$ cat src/rtl/dcache_port_arbiter.sv
// dcache_port_arbiter: shares one dcache port between the load and store-commit pipes.
// Round-robin grant with store-urgency override, one outstanding transaction,
// timeout abort, and flush-killed load responses dropped.
// Ports: clock/resetn; i_flush, i_st_urgent; LD request (valid/ready/addr) and
// response (valid/data/err); ST request (valid/ready/addr/wdata/wmask) and
// response (valid/err); dcache request (valid/ready/addr/wen/wdata/wmask) and
// response (valid/data).
module dcache_port_arbiter #(
  parameter int ADDR_W  = 32,
  parameter int DATA_W  = 64,
  parameter int TIMEOUT = 255
) (
  input  logic                clock,
  input  logic                resetn,
  input  logic                i_flush,
  input  logic                i_st_urgent,
  input  logic                i_ld_valid,
  output logic                o_ld_ready,
  input  logic [ADDR_W-1:0]   i_ld_addr,
  output logic                o_ld_resp_valid,
  output logic [DATA_W-1:0]   o_ld_resp_data,
  output logic                o_ld_resp_err,
  input  logic                i_st_valid,
  output logic                o_st_ready,
  input  logic [ADDR_W-1:0]   i_st_addr,
  input  logic [DATA_W-1:0]   i_st_wdata,
  input  logic [DATA_W/8-1:0] i_st_wmask,
  output logic                o_st_resp_valid,
  output logic                o_st_resp_err,
  output logic                o_dc_req_valid,
  input  logic                i_dc_req_ready,
  output logic [ADDR_W-1:0]   o_dc_req_addr,
  output logic                o_dc_req_wen,
  output logic [DATA_W-1:0]   o_dc_req_wdata,
  output logic [DATA_W/8-1:0] o_dc_req_wmask,
  input  logic                i_dc_resp_valid,
  input  logic [DATA_W-1:0]   i_dc_resp_data
);
  typedef enum logic [1:0] {IDLE, ISSUE, WAIT} state_t;
  localparam logic [7:0] TMO = 8'(TIMEOUT);
  state_t state_q, state_d;
  // The last granted requester is also the current owner (1 = ST).
  logic rr_q, rr_d;
  logic killed_q, killed_d;
  logic [7:0] tcnt_q, tcnt_d;
  logic [ADDR_W-1:0] addr_q, addr_d;
  logic [DATA_W-1:0] wdata_q, wdata_d;
  logic [DATA_W/8-1:0] wmask_q, wmask_d;
  logic ld_rvalid_q, ld_rvalid_d, ld_rerr_q, ld_rerr_d;
  logic [DATA_W-1:0] ld_rdata_q, ld_rdata_d;
  logic st_rvalid_q, st_rvalid_d, st_rerr_q, st_rerr_d;
  logic idle, issue, ld_ok, st_gnt, ld_gnt, gnt, done;
  assign idle   = state_q == IDLE;
  assign issue  = state_q == ISSUE;
  assign ld_ok  = i_ld_valid & ~i_flush;
  assign st_gnt = idle & i_st_valid & (i_st_urgent | ~ld_ok | ~rr_q);
  assign ld_gnt = idle & ld_ok & ~st_gnt;
  assign gnt    = ld_gnt | st_gnt;
  // A response arriving in the timeout cycle wins over the abort.
  assign done   = (state_q == WAIT) & (i_dc_resp_valid | (tcnt_q == TMO));
  assign o_ld_ready      = ld_gnt & resetn;
  assign o_st_ready      = st_gnt & resetn;
  assign o_dc_req_valid  = issue;
  assign o_dc_req_addr   = issue ? addr_q : '0;
  assign o_dc_req_wen    = issue & rr_q;
  assign o_dc_req_wdata  = issue ? wdata_q : '0;
  assign o_dc_req_wmask  = issue ? wmask_q : '0;
  assign o_ld_resp_valid = ld_rvalid_q;
  assign o_ld_resp_data  = ld_rdata_q;
  assign o_ld_resp_err   = ld_rerr_q;
  assign o_st_resp_valid = st_rvalid_q;
  assign o_st_resp_err   = st_rerr_q;
  always_comb begin
    state_d     = gnt ? ISSUE : (issue & i_dc_req_ready) ? WAIT : done ? IDLE : state_q;
    rr_d        = gnt ? st_gnt : rr_q;
    addr_d      = gnt ? (st_gnt ? i_st_addr : i_ld_addr) : addr_q;
    wdata_d     = gnt ? (st_gnt ? i_st_wdata : '0) : wdata_q;
    wmask_d     = gnt ? (st_gnt ? i_st_wmask : '0) : wmask_q;
    tcnt_d      = (state_q == WAIT) ? tcnt_q + 8'd1 : '0;
    // A flush in the completing cycle still kills the load.
    killed_d    = done ? 1'b0 : killed_q | (~idle & ~rr_q & i_flush);
    ld_rvalid_d = done & ~rr_q & ~killed_q & ~i_flush;
    ld_rerr_d   = ld_rvalid_d & ~i_dc_resp_valid;
    ld_rdata_d  = (ld_rvalid_d & i_dc_resp_valid) ? i_dc_resp_data : ld_rdata_q;
    st_rvalid_d = done & rr_q;
    st_rerr_d   = st_rvalid_d & ~i_dc_resp_valid;
  end
  always_ff @(posedge clock or negedge resetn) begin
    if (!resetn) begin
      state_q     <= IDLE;
      rr_q        <= 1'b1;
      killed_q    <= 1'b0;
      tcnt_q      <= '0;
      addr_q      <= '0;
      wdata_q     <= '0;
      wmask_q     <= '0;
      ld_rvalid_q <= 1'b0;
      ld_rerr_q   <= 1'b0;
      ld_rdata_q  <= '0;
      st_rvalid_q <= 1'b0;
      st_rerr_q   <= 1'b0;
    end else begin
      state_q     <= state_d;
      rr_q        <= rr_d;
      killed_q    <= killed_d;
      tcnt_q      <= tcnt_d;
      addr_q      <= addr_d;
      wdata_q     <= wdata_d;
      wmask_q     <= wmask_d;
      ld_rvalid_q <= ld_rvalid_d;
      ld_rerr_q   <= ld_rerr_d;
      ld_rdata_q  <= ld_rdata_d;
      st_rvalid_q <= st_rvalid_d;
      st_rerr_q   <= st_rerr_d;
    end
  end
endmodule

$ cat config.mk
export PLATFORM = sky130hd
export DESIGN_NAME = dcache_port_arbiter
export DESIGN_NICKNAME = d
export VERILOG_FILES = /design/src/rtl/dcache_port_arbiter.sv
export SDC_FILE = /design/constraint.sdc
export NUM_CORES = 1
export LEC_CHECK = 0
export ABC_AREA = 1
export ABC_CLOCK_PERIOD_IN_PS = 1700
export CORE_AREA = 2 2 150 152
export CTS_BUF_LIST = sky130_fd_sc_hd__clkbuf_8
export DETAILED_ROUTE_END_ITERATION = 8
export DIE_AREA = 0 0 152 154
export PLACE_DENSITY_LB_ADDON = 0.2
export SLEW_MARGIN = 15
export SYNTH_ARGS = -nofsm -noshare
export SYNTH_HDL_FRONTEND = slang
export SYNTH_SLANG_ARGS = --single-unit
$ cat constraint.sdc
create_clock -name clock -period 1.7 [get_ports clock]
set_input_delay 0.17 -clock clock [delete_from_list [all_inputs] [get_ports clock]]
set_output_delay 0.17 -clock clock [all_outputs]
set_load 0.02 [all_outputs]
==> results.cfg <==
[cells_and_area]
fillerInstances = 1911
area_growth_pct = 63.5
num_antenna_cells = 0
fin_nets = 1581
final_cell_mix = clkdlybuf4s50_1, nand2_1, dfrtp_1
fin_cells = 1664
drive_gt1_share_pct = 20.7
layout.cells.most_common = clkdlybuf4s50_1

[setup_path]
timing.critical_path.mode_cell = inv_2
cp.required_ns = 1.53
reg2reg_from = state_q[0]
crit_slowest_cell = dfrtp_1
crit_type = reg -> out
startpoint_type = register
cp_max_fo = 15
cp_cell_sequence = inv_2 -> nor2_4 -> inv_2 -> buf_12 -> buf_6 -> nor2_1 -> buf_4
cp-startpoint = state_q[0]
cp_slowest_stage_delay_ns = 0.40
worstPathArrival_ns = 1.65
cp-end-kind = primary output

[placed_design]
port_buffers = 383
dp_cells = 1616
gp_congestion = 0.810
place_hpwl_um = 19400

[power]
seqPwrFrac_pct = 32.5
p_leak_nw = 6.27
p_int_w = 0.0125
power.share.clock_pct = 15.2
swShare_pct = 40.5
irDropWorstVdd_v = 0.000669
powerDensity_nw_per_um2 = 1560
p_sw_w = 0.00849
power_frac_comb_pct = 52.3

[clock_network]
cts_inserted_buffers = 17
worstSkewPairLatency_ns = 0.45
tritoncts = done
clock_path_buffers = 2
clkSlewWorstSetupHoldPaths_ns = 0.09
clock-root-buffer = clkbuf_8
cts_sinks = 184
htree_num_levels = 4

[floorplanning]
die_h_um = 154
die_w_um = 152
fp.dieArea_um2 = 23400
start_util_pct = 38.0
coreArea_um2 = 21700
rows = 54
ioPinCount = 384

[timing]
finalHoldViolCount = 0
fin_crit_sh_pct = 107
fin_crit_ns = 1.82
fin_hold_ws_ns = 0.0964
fmax_ghz = 0.548
slew_headroom_pct = 28.4
setup_ws_ns = -0.124
skew_ns = 0.0213
grt_setup_unrepaired = yes
setup_violations = 166
drv_slew = 0
tightest_slew_ns = 1.07

[global_route]
grtUsageTotal_pct = 22.6
antenna_found_initial = 0
grt_pass1_vias = 8122
grt_overflow = 0
grt_first_pass_wirelength_um = 42600
grt_max_degree = 185

[outcome]
violations = setup timing
status = finished, violations left

[detailed_routing]
via_per_inst = 4.86
drc_errors = 0
firstDrtPassIters = 5
drt_wl_total_um = 28000
drtAntennaViolNets = 0
drt_iter0_drc = 395
post_drt_wl_per_cell_um = 16.8
vias = 8093

[synthesis]
netlist_area_um2 = 8230
avgSynthCellArea_um2 = 8.51
syn-num-nets = 1176
synth_cells = 967
synth_cell_types = 28
yosysSeqAreaShare_pct = 55.9
synth-seq-cells = 184
yosysWarnings = 0

[job]
cap_violations = 0

[min_path]
hold_path_class = in -> reg
hold_start = i_dc_resp_valid
## metal layers
layer | part of all wire (%) | track usage [%] | wire (um) | vias up
li1 | - | - | - | 3883
met1 | 40 | 27.9 | 11300 | 3858
met2 | 50 | 38.1 | 14000 | 311
met3 | 6.8 | 5.78 | 1900 | 41
met4 | 3.1 | 8.54 | 858 | 0
met5 | 0 | 0 | 0 | -
## cell usage after synthesis
cell / number / area, um2
nor3_2: 2 / 20.0
buf_6: 19 / 214
and3_1: 1 / 6.26
nand4_4: 1 / 21.3
nor3_1: 2 / 10.0
nand2_2: 3 / 18.8
o21ai_0: 12 / 60.1
o22ai_1: 2 / 12.5
a21oi_1: 5 / 25.0
dfstp_2: 1 / 26.3
nor2_4: 1 / 11.3
buf_4: 2 / 15.0
inv_1: 121 / 454
a31oi_1: 2 / 12.5
a21oi_4: 1 / 16.3
nand3_2: 1 / 10.0
nand2_1: 242 / 908
nand3_1: 31 / 155
nor2_1: 118 / 443
clkbuf_1: 23 / 86.3
clkbuf_2: 1 / 5.00
ha_1: 1 / 12.5
dfrtp_1: 183 / 4580
buf_2: 22 / 110
inv_2: 5 / 18.8
nand4_1: 64 / 400
o21ai_1: 71 / 355
o211ai_1: 30 / 225
## critical path, delay by kind of cell, from the launching register on
| kind | cells | cell delay [ns] |
|---|---|---|
| flops | 1 | 0.40 |
| simple gates | 2 | 0.11 |
| buf+inv | 5 | 0.69 |
## repair_timing
item / CTS / global route
setup buffers: 3 / 8
hold buffers: 1 / 0
endpoints found under the hold margin: 178 / 0
pin swaps: 2 / 3
gates cloned: 0 / 7
resized for setup: 532 / 88
setup endpoints to repair: 109 / 266
## flip-flops by register name, indices dropped and copies added (netlist names)
signal,flops
wmask_q,8
wdata_q,64
rr_q,1
killed_q,1
state_q,2
o_ld_resp_data,64
o_ld_resp_err,1
o_st_resp_valid,1
tcnt_q,8
o_ld_resp_valid,1
addr_q,32
o_st_resp_err,1
## power groups by stage
stage / clock (W) / sequential, W / combinational [W]
6_report: 0.00318 / 0.00682 / 0.0110
5_1_grt: 0.00345 / 0.00700 / 0.0118
4_1_cts: 0.00327 / 0.00681 / 0.0103
3_5_place_dp: 0 / 0.00689 / 0.0102
3_3_place_gp: 0 / 0.00682 / 0.0101
2_1_floorplan: 0 / 0.00755 / 0.00453
## layout make-up
type,instances,area (um2),area share [%]
Timing Repair Buffer,453,4610,34.3
Tap cell,280,350,2.60
Sequential cell,184,4610,34.2
Multi-Input combinational cell,590,3000,22.3
Clock buffer,19,262,1.94
Inverter,126,473,3.51
Clock inverter,12,161,1.20
## through the flow
stage                     total power [W]  setup TNS, ns  instance area (um2)  setup WS (ns)  util [%]
after global routing               0.0222         -26.76                13500         -0.218      62.1
final                              0.0210         -11.26                13500         -0.124      62.1
after global placement             0.0169         -16.71                12600         -0.255      58.0
after CTS                          0.0204         -12.14                13000         -0.145      59.8
after floorplan                    0.0121              0                 8240         0.0177         -
after detailed placement           0.0171         -17.38                12600         -0.225      58.0
## cell families after synthesis
| group | share of synthesized area (%) |
|---|---|
| and+or+nand+nor | 24.3 |
| AOI/OAI and AO/OA | 8.59 |
| adders and majority gates | 0.152 |
| DFF | 55.9 |
| buffers and inverters | 11.0 |
## final timing paths
kind,endpoint,slack (ns),cells past startpoint
worst max-delay path,o_dc_req_addr[12],-0.12,7
max in group asynchronous,o_ld_resp_data[60],0.43,3
worst max register to register,o_ld_resp_data[21],-0.07,11
worst min-delay path,o_ld_resp_err,0.1,4
worst min register to register,tcnt_q[0],0.47,1
min in group asynchronous,addr_q[18],0.39,3
Note: power is estimated with default switching activity, not from simulation.
